$ cat config.mk
export PLATFORM = sky130hd
export DESIGN_NAME = ram_arbiter
export DESIGN_NICKNAME = d
export VERILOG_FILES = /design/src/rtl/ram_arbiter.sv
export SDC_FILE = /design/constraint.sdc
export NUM_CORES = 1
export LEC_CHECK = 0
export ABC_AREA = 1
export BUFFER_PORTS_ARGS = -buffer_cell sky130_fd_sc_hd__buf_4
export CAP_MARGIN = 20
export CORE_MARGIN = 2
export CORE_UTILIZATION = 47
export CTS_CLUSTER_SIZE = 24
export DETAILED_ROUTE_END_ITERATION = 6
export PLACE_DENSITY = 0.81
export SETUP_SLACK_MARGIN = 0.15
export SLEW_MARGIN = 25
export SYNTH_ARGS = -nofsm -noshare
export SYNTH_HDL_FRONTEND = slang
export SYNTH_SLANG_ARGS = --single-unit
$ cat constraint.sdc
create_clock -name clk_in -period 2 [get_ports clk_in]
set_input_delay 0 -clock clk_in [delete_from_list [all_inputs] [get_ports clk_in]]
set_output_delay 0 -clock clk_in [all_outputs]
set_load 0.05 [all_outputs]
$ cat src/rtl/ram_arbiter.sv
// Three-way arbiter (video, loader, CPU) in front of a single-port synchronous RAM.
// Each access takes IDLE->SETUP->READ->ACK, with a CPU starvation override on video priority.
module ram_arbiter #(
  parameter int AW         = 16,
  parameter int DW         = 8,
  parameter int STARVE_MAX = 3
) (
  input  logic          clk_in,
  input  logic          RESET,
  input  logic          vid_req,
  input  logic [AW-1:0] vid_addr,
  output logic          vid_ack,
  output logic [DW-1:0] vid_dout,
  input  logic          cpu_req,
  input  logic          cpu_we,
  input  logic [AW-1:0] cpu_addr,
  input  logic [DW-1:0] cpu_din,
  output logic          cpu_ack,
  output logic [DW-1:0] cpu_dout,
  input  logic          ld_req,
  input  logic [AW-1:0] ld_addr,
  input  logic [DW-1:0] ld_din,
  output logic          ld_ack,
  input  logic          ld_active,
  output logic [AW-1:0] ram_addr,
  output logic          ram_we,
  output logic [DW-1:0] ram_din,
  input  logic [DW-1:0] ram_dout,
  output logic          busy
);

  // Counter must be able to hold STARVE_MAX itself, and be at least one bit wide.
  localparam int CW = $clog2(STARVE_MAX + 2);

  typedef enum logic [1:0] {IDLE, SETUP, READ, ACK} state_t;
  typedef enum logic [1:0] {SRC_NONE, SRC_VID, SRC_LD, SRC_CPU} src_t;

  state_t        state_r;
  src_t          owner_r;
  src_t          pick_s;
  logic          we_r;
  logic [CW-1:0] starve_r;
  logic          cpu_elig_s;
  logic          starved_s;

  // Winner selection from the requests present in the current cycle.
  always_comb begin
    cpu_elig_s = cpu_req & ~ld_active;
    starved_s  = cpu_elig_s && (starve_r >= CW'(STARVE_MAX));
    pick_s     = SRC_NONE;
    if (starved_s) begin
      pick_s = SRC_CPU;
    end else if (vid_req) begin
      pick_s = SRC_VID;
    end else if (ld_req) begin
      pick_s = SRC_LD;
    end else if (cpu_elig_s) begin
      pick_s = SRC_CPU;
    end else begin
      pick_s = SRC_NONE;
    end
  end

  // Access sequencer: latches the winner, drives the RAM, returns data and acks.
  always_ff @(posedge clk_in) begin
    if (RESET) begin
      state_r  <= IDLE;
      owner_r  <= SRC_NONE;
      we_r     <= 1'b0;
      starve_r <= '0;
      ram_addr <= '0;
      ram_din  <= '0;
      ram_we   <= 1'b0;
      busy     <= 1'b0;
      vid_ack  <= 1'b0;
      cpu_ack  <= 1'b0;
      ld_ack   <= 1'b0;
      vid_dout <= '0;
      cpu_dout <= '0;
    end else begin
      ram_we  <= 1'b0;
      vid_ack <= 1'b0;
      cpu_ack <= 1'b0;
      ld_ack  <= 1'b0;

      // Starvation bookkeeping only counts video wins that actually held off an eligible CPU.
      if (!cpu_req) begin
        starve_r <= '0;
      end else if (state_r == IDLE && pick_s == SRC_CPU) begin
        starve_r <= '0;
      end else if (state_r == IDLE && pick_s == SRC_VID && cpu_elig_s &&
                   starve_r < CW'(STARVE_MAX)) begin
        starve_r <= starve_r + CW'(1);
      end else begin
        starve_r <= starve_r;
      end

      case (state_r)
        IDLE: begin
          if (pick_s != SRC_NONE) begin
            state_r <= SETUP;
            busy    <= 1'b1;
            owner_r <= pick_s;
            case (pick_s)
              SRC_VID: begin
                ram_addr <= vid_addr;
                we_r     <= 1'b0;
              end
              SRC_LD: begin
                ram_addr <= ld_addr;
                ram_din  <= ld_din;
                ram_we   <= 1'b1;
                we_r     <= 1'b1;
              end
              SRC_CPU: begin
                ram_addr <= cpu_addr;
                ram_din  <= cpu_din;
                ram_we   <= cpu_we;
                we_r     <= cpu_we;
              end
              default: we_r <= 1'b0;
            endcase
          end
        end
        SETUP: state_r <= READ;
        READ: begin
          state_r <= ACK;
          case (owner_r)
            SRC_VID: begin
              vid_ack  <= 1'b1;
              vid_dout <= ram_dout;
            end
            SRC_LD:  ld_ack <= 1'b1;
            SRC_CPU: begin
              cpu_ack <= 1'b1;
              if (!we_r) cpu_dout <= ram_dout;
            end
            default: ;
          endcase
        end
        ACK: begin
          state_r <= IDLE;
          busy    <= 1'b0;
        end
        default: begin
          state_r <= IDLE;
          busy    <= 1'b0;
        end
      endcase
    end
  end

endmodule

==> qor.yml, run 1 <==
clock-root-buffer: "clkbuf_8"
cts_tree: "done"
cp-end-kind: "flop"
setup_tns_ns: 0
path_cells: "ha_1 > ha_1 > inv_1 > nand3_1 > nand2_4 > nand2_8 > nand2_4 > inv_2 > nand3_1 > nand2_1"
use_met1_pct: 29.45
top_usage_layer: "met2"
vias: 3140
synth-edff-count: 0
design_area_um2: 3999
use_met2_pct: 42.31
drt-vias-per-instance: 4.953
reg2reg_slack_ns: 0.27
grt_max_degree: 28
cts_buffer_depth: 2
crit_arrival_ns: 1.94
hp-class: "input port to flop"
irDropWorstVdd_mv: 0.5238
yosysUniqueCellTypes: 24
syn_inst: 428
grt-ovfl-total: 0
fin_ws_ns: 0.2707
rsz0062_at_grt: "yes"
final_common_cell: "buf_4"
seq_area_um2: 1061
wl_per_cell_um: 12.28
syn_avg_cell_area_um2: 6.537
worstHoldStart: "cpu_addr[5]"
reg2reg_depth: 10
syn-num-nets: 513
path_class: "flop to flop"
antenna_found_initial: 0
yosys_warnings: 0
timing.critical_path.buf_inv: 2
cpPeakStageDelay_ns: 0.35
cp-start-kind: "flop"
drc: 0
dieArea_um2: 6585
ys.flop_type: "dfxtp_1"
cts_buffers: 5
finalHoldViolations: 0
synth_top_area_share_pct: 37.92
finClkSkew_ns: 0.007078
finalWirelength_um: 7786
die_height_um: 81.15
fmax_ghz: 0.5783
core_area_um2: 5851
slew_viol_final: 0
status: "finished, final reports clean"
multi_input_area_um2: 1373
io_buffers: 123
post-route-util_pct: 68.35
grt_usage_pct: 23.98
ys_ff_latch: 53
syn_area_um2: 2798
drtAntennaViolNets: 0
fillers: 521
fin_nets: 643
total_power_mw: 3.841
period_minus_slack_ns: 1.729
drv_cap: 0
r2r-start: "starve_r[0]"
clk_latency_ns: 0.31
first_pass_iters: 6
gp_congestion: 0.8464
required_ns: 2.21
start_util_pct: 47.82
worst_pin_slew_ns: 0.4626
cts_sinks: 53
crit_cells: 10
ios: 124
clkTransAtPathRegs_ns: 0.10
path_max_fanout: 22
syn_to_final_growth_pct: 42.93
pwr_density_cell_nw_per_um2: 960.6
grt_pass1_vias: 2848
use_met3_pct: 3.778
final_cell_mix: "130 x buf_4, 82 x nand2_1, 71 x nor2_1"
fp.dieW_um: 81.15
rows: 28
dpl_cell_area_um2: 3760
hold_path_depth: 5
cp_top_family: "simple AND/OR/NAND/NOR gates"
min_period_over_period_pct: 86.46
synthArstFlopShare_pct: 0
maxSlewHeadroom_pct: 69.09
grt_pass1_wl_um: 12450
p_leak_nw: 2.259
layout-drive-gt1-share_pct: 28.44
drtIter0Drc: 182
dp_slack_ns: 0.1802
n_antenna_cell: 0
dp_hpwl_um: 5676
slowest_stage: "dfxtp_1"
synth_seq_area_share_pct: 37.92
setup_viol: 0
synth_top_area_cell: "dfxtp_1"
crit_start: "starve_r[0]"
synth_area_leaders: "dfxtp_1 38%, nand2_1 11%, nand3_1 10%, nor2_1 9.5%, inv_1 8.6%"
htree_levels: 2
sequential cells by signal, summed over array words and instances, names as in the netlist:
name	cells
ram_din	8
cpu_dout	8
cpu_ack	1
state_r	2
busy	1
ld_ack	1
vid_ack	1
owner_r	2
we_r	1
ram_addr	16
vid_dout	8
ram_we	1
starve_r	3
cell type report:
type                            count  area share, %
Clock buffer                        5          1.721
Clock inverter                      3         0.5319
Inverter                           75          7.103
Multi-Input combinational cell    282          34.32
Sequential cell                    53          26.53
Tap cell                           75          2.347
Timing Repair Buffer              141          27.44
cells in the mapped netlist, types with 4 or more instances:
cell	instances
nand4_1	17
buf_2	6
inv_1	64
inv_2	7
ha_1	6
clkbuf_1	5
buf_4	6
nand3_1	56
dfxtp_1	53
nand2_1	82
nand2_4	6
nor2_1	71
a21oi_1	14
clkinv_1	4
o21ai_0	20
metal layers:
layer / vias up / part of all wire [%] / wire length (µm)
li1: 1596 / - / -
met3: 23 / 5.6 / 433
met2: 104 / 51 / 3965
met4: 0 / 2.8 / 216
met5: - / 0 / 0
met1: 1417 / 41 / 3171
kinds of logic after synthesis:
kind of cell / synth area share (%)
simple gates: 38.28
buf+inv: 13.82
compound gates: 7.290
fa+ha+maj: 2.683
flops: 37.92
worst min-delay path, stage by stage:
cell	delay (ns)
buf_4	0.08
nand3_1	0.06
nand3_1	0.08
nand2_1	0.04
inv_1	0.04
power breakdown:
| group | leakage (nW) | internal (mW) | switching (mW) |
|---|---|---|---|
| registers | 0.434 | 1.25 | 0.110 |
| logic | 1.78 | 0.628 | 1.23 |
| clock network | 0.0445 | 0.249 | 0.374 |
through the flow:
stage	hold slack, ns	instances
after floorplan	0.1349	428
after global routing	0.01688	634
after CTS	0.005400	630
final	0.007143	634
after global placement	0.2338	613
after detailed placement	0.2472	613
what timing repair did:
item / 4_1_cts / 5_1_grt
resized for setup: 1 / 4
buffers inserted: 0 / 4
pin swaps: 0 / 1
setup endpoints to repair: 1 / 29
hold buffers: 9 / 0
hold endpoints to repair: 17 / 0
worst paths after layout:
path                 end
min reg2reg       ld_ack
max                 we_r
min          ram_addr[5]
max reg2reg         we_r
Note: power is estimated with default switching activity, not from simulation.
==> run 2: changes to the inputs <==
--- a/config.mk
+++ b/config.mk
@@ -5,11 +5,10 @@
 export SDC_FILE = /design/constraint.sdc
 export NUM_CORES = 1
 export LEC_CHECK = 0
-export ABC_AREA = 1
 export BUFFER_PORTS_ARGS = -buffer_cell sky130_fd_sc_hd__buf_4
 export CAP_MARGIN = 20
 export CORE_MARGIN = 2
-export CORE_UTILIZATION = 47
+export CORE_UTILIZATION = 46
 export CTS_CLUSTER_SIZE = 24
 export DETAILED_ROUTE_END_ITERATION = 6
 export PLACE_DENSITY = 0.81
==> qor.yml, run 2 <==
status: "finished, violations left"
violations: "design-rule violations"
p_leak_nw: 1.765
largest_reg_flops: 16
dp_hpwl_um: 5301
cts_sinks: 53
path_cells: "ha_1 > ha_2 > a211o_1 > nand2_1 > nand3_4 > o221a_2"
syn_avg_cell_area_um2: 8.862
slew_viol_final: 0
drtIter0Drc: 208
synth_seq_area_share_pct: 41.43
finalWirelength_um: 7742
n_antenna_cell: 0
synth.most_common_cell: "dfxtp_1"
finalHoldViolations: 0
clk_latency_ns: 0.30
cts_buffers: 5
path_max_fanout: 8
syn_area_um2: 2561
irDropWorstVdd_mv: 0.6877
regMostFlops: "ram_addr"
yosysUniqueCellTypes: 48
r2r-start: "starve_r[0]"
finalHoldWorstSlack_ns: 0.04587
synth_area_leaders: "dfxtp_1 41%, a21oi_1 7.8%, nand2_1 5.1%, a222oi_1 5.1%, a2bb2oi_1 4.4%"
grt_pass1_vias: 2790
drv_cap: 0
cpPeakStageDelay_ns: 0.37
clock-root-buffer: "clkbuf_8"
slowest_stage: "dfxtp_4"
min_period_over_period_pct: 89.74
drt-vias-per-instance: 5.517
final_cells: 515
start_util_pct: 47.09
first_pass_iters: 7
holdPathEnd: "ram_din[6]"
synth_top_area_cell: "dfxtp_1"
io_buffers: 123
ys.flop_type: "dfxtp_1"
post-route-util_pct: 73.84
htree_levels: 2
vias: 2841
path_class: "flop to flop"
dieArea_um2: 6180
final_cell_mix: "133 x buf_4, 51 x dfxtp_1, 40 x a21oi_1"
crit_arrival_ns: 1.99
fmax_ghz: 0.5571
gp_congestion: 0.7740
setup_tns_ns: 0
fin_nets: 527
worstHoldStart: "cpu_din[6]"
syn_inst: 289
grt-ovfl-total: 0
fin_ws_ns: 0.2051
cp-end-kind: "flop"
total_power_mw: 3.794
grt_pass1_wl_um: 12300
synth_top_area_share_pct: 41.43
dpl_cell_area_um2: 3508
dp.cells: 469
drc: 3
rsz0062_at_grt: "no"
grt_max_degree: 32
reg2reg_depth: 6
setup_viol: 0
syn_to_final_growth_pct: 56.81
fillers: 404
core_area_um2: 5439
yosys_warnings: 0
syn-num-nets: 374
cp-start-kind: "flop"
wl_met2_um: 3887
wl_met3_um: 708
grt_usage_pct: 24.58
clkTransAtPathRegs_ns: 0.10
ios: 124
maxSlewHeadroom_pct: 57.91
fp.dieW_um: 78.62
met1Wirelength_um: 3071
drtAntennaViolNets: 0
period_minus_slack_ns: 1.795
die_height_um: 78.62
layout-drive-gt1-share_pct: 37.70
top_layer_used: "met4"
synth-edff-count: 0
cts_tree: "done"
ys_ff_latch: 53
antenna_found_initial: 0
reg2reg_slack_ns: 0.21
reg2reg_to: "ram_din[0]"
hp-class: "input port to flop"
final_common_cell: "buf_4"
worst_pin_slew_ns: 0.6307
rows: 27
finClkSkew_ns: 0.008673
design_area_um2: 4016
required_ns: 2.20
wl_per_cell_um: 15.03
cts_buffer_depth: 2
hold_path_depth: 4
synthArstFlopShare_pct: 0
pwr_density_cell_nw_per_um2: 944.7
dp_slack_ns: 0.03893
yosys-top-cells-count: "53 x dfxtp_1, 40 x a21oi_1, 35 x nand2_1"
[run 2: cell count changes in the layout (fill, tap and decap cells not counted), sizes merged, moves of 8 or more]
cell / before / now
a21oi: 15 / 43
nor2b: 0 / 14
dlygate4sd3: 9 / 32
a222oi: 0 / 13
nand4: 17 / 0
inv: 72 / 15
nand3: 56 / 3
a2bb2oi: 0 / 13
nor2: 73 / 9
nand2: 90 / 35
o221a: 0 / 8
[run 2: report_power, final]
part | switching (mW) | leakage (nW) | internal, mW
registers | 0.124 | 0.435 | 1.26
logic | 1.16 | 1.28 | 0.646
clock network | 0.353 | 0.0445 | 0.249
total | 1.63 | 1.76 | 2.16
[run 2: worst max-delay path, delay by kind of cell, from the launching register on]
family                   cells  cell delay [ns]
AND/OR/NAND/NOR              2             0.36
AO/OA/AOI/OAI                2             0.55
adder cells (fa/ha/maj)      2             0.39
flip-flops                   1             0.37
[run 2: logic make-up (layout without fill, tap and decap cells)]
group	after synthesis	count (layout)	synth area share, %
flops	53	53	41.43
xor+xnor	1	1	0.3420
compound gates	116	116	32.44
buf+inv	34	188	6.106
simple gates	77	77	15.98
fa+ha+maj	6	6	2.931
mux	2	2	0.7817
[run 2: worst max-delay path by stage]
stage | from | end | slack, ns | depth (start not counted)
after detailed placement | starve_r[0] | ram_addr[3] | 0.04 | 6
after global routing | starve_r[0] | ram_addr[14] | 0.13 | 8
after global placement | starve_r[0] | ram_addr[3] | 0.15 | 6
after CTS | starve_r[0] | ram_din[1] | 0.16 | 6
final | starve_r[0] | ram_din[0] | 0.21 | 6
after floorplan | starve_r[0] | ram_addr[10] | 0.25 | 7
[run 2: timing repair]
action                                 CTS  global route
endpoints found under the hold margin   42             0
setup buffers                            2             4
pin swaps                                1             4
setup endpoints to repair               26            28
gates resized for setup                  4             7
hold buffers                            32             0
[run 2: cell type report]
class	count	area, µm²	area share, %
Tap cell	72	90.09	2.243
Sequential cell	53	1066	26.54
Timing Repair Buffer	166	1330	33.12
Clock inverter	3	21.27	0.5296
Multi-Input combinational cell	202	1388	34.55
Clock buffer	5	68.82	1.713
Inverter	14	52.55	1.308
[run 2: per-layer routing]
layer / up-vias / track usage, %
met5: - / 0
met4: 0 / 7.544
met3: 7 / 6.092
met2: 138 / 42.39
met1: 1329 / 30.06
li1: 1367 / -
==> run 3: changes to the inputs <==
--- a/config.mk
+++ b/config.mk
@@ -7,7 +7,6 @@
 export LEC_CHECK = 0
 export BUFFER_PORTS_ARGS = -buffer_cell sky130_fd_sc_hd__buf_4
 export CAP_MARGIN = 20
-export CORE_MARGIN = 2
 export CORE_UTILIZATION = 46
 export CTS_CLUSTER_SIZE = 24
 export DETAILED_ROUTE_END_ITERATION = 6
==> qor.yml, run 3 (synthesis gave the netlist of run 2 again) <==
status: "finished, final reports clean"
drt-vias-per-instance: 5.444
wl_per_cell_um: 15.45
syn_to_final_growth_pct: 59.99
crit_arrival_ns: 2.07
setup_viol: 0
ios: 124
reg2reg_slack_ns: 0.20
rows: 26
core_area_um2: 5238
finClkSkew_ns: 0.007192
n_antenna_cell: 0
clkTransAtPathRegs_ns: 0.10
post-route-util_pct: 78.24
fmax_ghz: 0.5549
cts_buffers: 5
largest_reg_flops: 16
grt_pass1_vias: 2661
final_common_cell: "buf_4"
min_period_over_period_pct: 90.11
finalWirelength_um: 7895
drv_cap: 0
hp-class: "input port to flop"
fillers: 350
grt_max_degree: 32
multi_input_area_um2: 1420
seq_area_um2: 1066
finalHoldViolations: 0
period_minus_slack_ns: 1.802
worstHoldStart: "cpu_addr[10]"
cts_tree: "done"
path_class: "flop to flop"
layout-drive-gt1-share_pct: 38.32
p_leak_nw: 1.786
r2r-start: "starve_r[2]"
clk_latency_ns: 0.31
first_pass_iters: 6
io_buffers: 123
dp_hpwl_um: 5139
vias: 2782
grt-ovfl-total: 0
dieArea_um2: 5870
reg2reg_to: "ram_din[0]"
antenna_found_initial: 0
required_ns: 2.27
gp_congestion: 0.7800
clock-root-buffer: "clkbuf_8"
grt_usage_pct: 26.01
start_util_pct: 48.90
regMostFlops: "ram_addr"
hold_path_depth: 3
grt_pass1_wl_um: 12400
cp-start-kind: "flop"
fin_nets: 525
worst_pin_slew_ns: 0.6492
cts_buffer_depth: 2
drc: 0
htree_levels: 2
drtIter0Drc: 206
final_cells: 511
slew_viol_final: 0
holdPathEnd: "ram_addr[10]"
die_height_um: 76.62
final_cell_mix: "131 x buf_4, 51 x dfxtp_1, 40 x a21oi_1"
rsz0062_at_grt: "no"
pwr_density_cell_nw_per_um2: 1002
setup_tns_ns: 0
cts_sinks: 53
irDropWorstVdd_mv: 0.6726
dp.cells: 467
reg2reg_depth: 8
fp.dieW_um: 76.62
drtAntennaViolNets: 0
path_max_fanout: 8
maxSlewHeadroom_pct: 56.67
cp-end-kind: "flop"
==> run 3: cell types whose count changed in the layout (fill, tap and decap cells not counted), moves of 2 or more <==
cell,before,now
buf_12,0,2
buf_4,133,131
bufinv_16,0,2
ha_1,5,3
ha_4,0,2
==> run 3: report_power, final <==
group / switching [mW] / internal [mW] / leakage (nW)
registers: 0.127 / 1.26 / 0.435
logic: 1.17 / 0.673 / 1.28
clock network: 0.372 / 0.504 / 0.0687
total: 1.66 / 2.44 / 1.79
==> run 3: stage by stage <==
step | total power, mW | area (µm²) | hold WS [ns] | setup WS, ns
after CTS | 4.076 | 4020 | 0.002435 | 0.1160
after global routing | 4.301 | 4098 | 0.02128 | 0.07641
after detailed placement | 3.142 | 3518 | 0.2674 | 0.04997
after global placement | 3.112 | 3518 | 0.2610 | 0.1411
after floorplan | 2.565 | 2561 | 0.08221 | 0.2491
final | 4.106 | 4098 | 0.001168 | 0.1979
==> run 3: worst max-delay path, cell delays in order, from the launching register on <==
cell and delay, ns:
dfxtp_1 0.45, inv_1 0.13, ha_4 0.20, a211oi_4 0.25, buf_12 0.16, buf_4 0.11, a21oi_4 0.08, a21oi_1 0.19
o221a_2 0.19
==> run 3: layout make-up <==
cell class	count	share of cell area, %
Clock buffer	5	1.679
Clock inverter	3	1.679
Timing Repair Buffer	164	32.55
Sequential cell	53	26.02
Multi-Input combinational cell	202	34.66
Tap cell	70	2.137
Inverter	14	1.282
==> run 3: repair_timing <==
| item | 4_1_cts | 5_1_grt |
|---|---|---|
| hold buffers | 31 | 0 |
| pin swaps | 0 | 5 |
| buffers inserted | 1 | 4 |
| endpoints found under the setup margin | 27 | 20 |
| hold endpoints to repair | 41 | 0 |
| gates resized for setup | 6 | 10 |
==> run 3: per-layer routing <==
metal / share of wire [%] / track usage (%) / up-vias
li1: - / - / 1359
met1: 42 / 30.31 / 1281
met2: 48 / 45.50 / 126
met3: 8.2 / 7.425 / 16
met4: 1.8 / 8.654 / 0
met5: 0 / 0 / -
==> run 3: worst max path at each step <==
stage,from,to,depth (start not counted)
floorplan,starve_r[0],ram_addr[10],7
global placement,starve_r[0],ram_din[2],6
detailed placement,starve_r[0],ram_din[3],6
CTS,starve_r[1],ram_din[5],6
global route,starve_r[2],ram_addr[14],8
finish,starve_r[2],ram_din[0],8
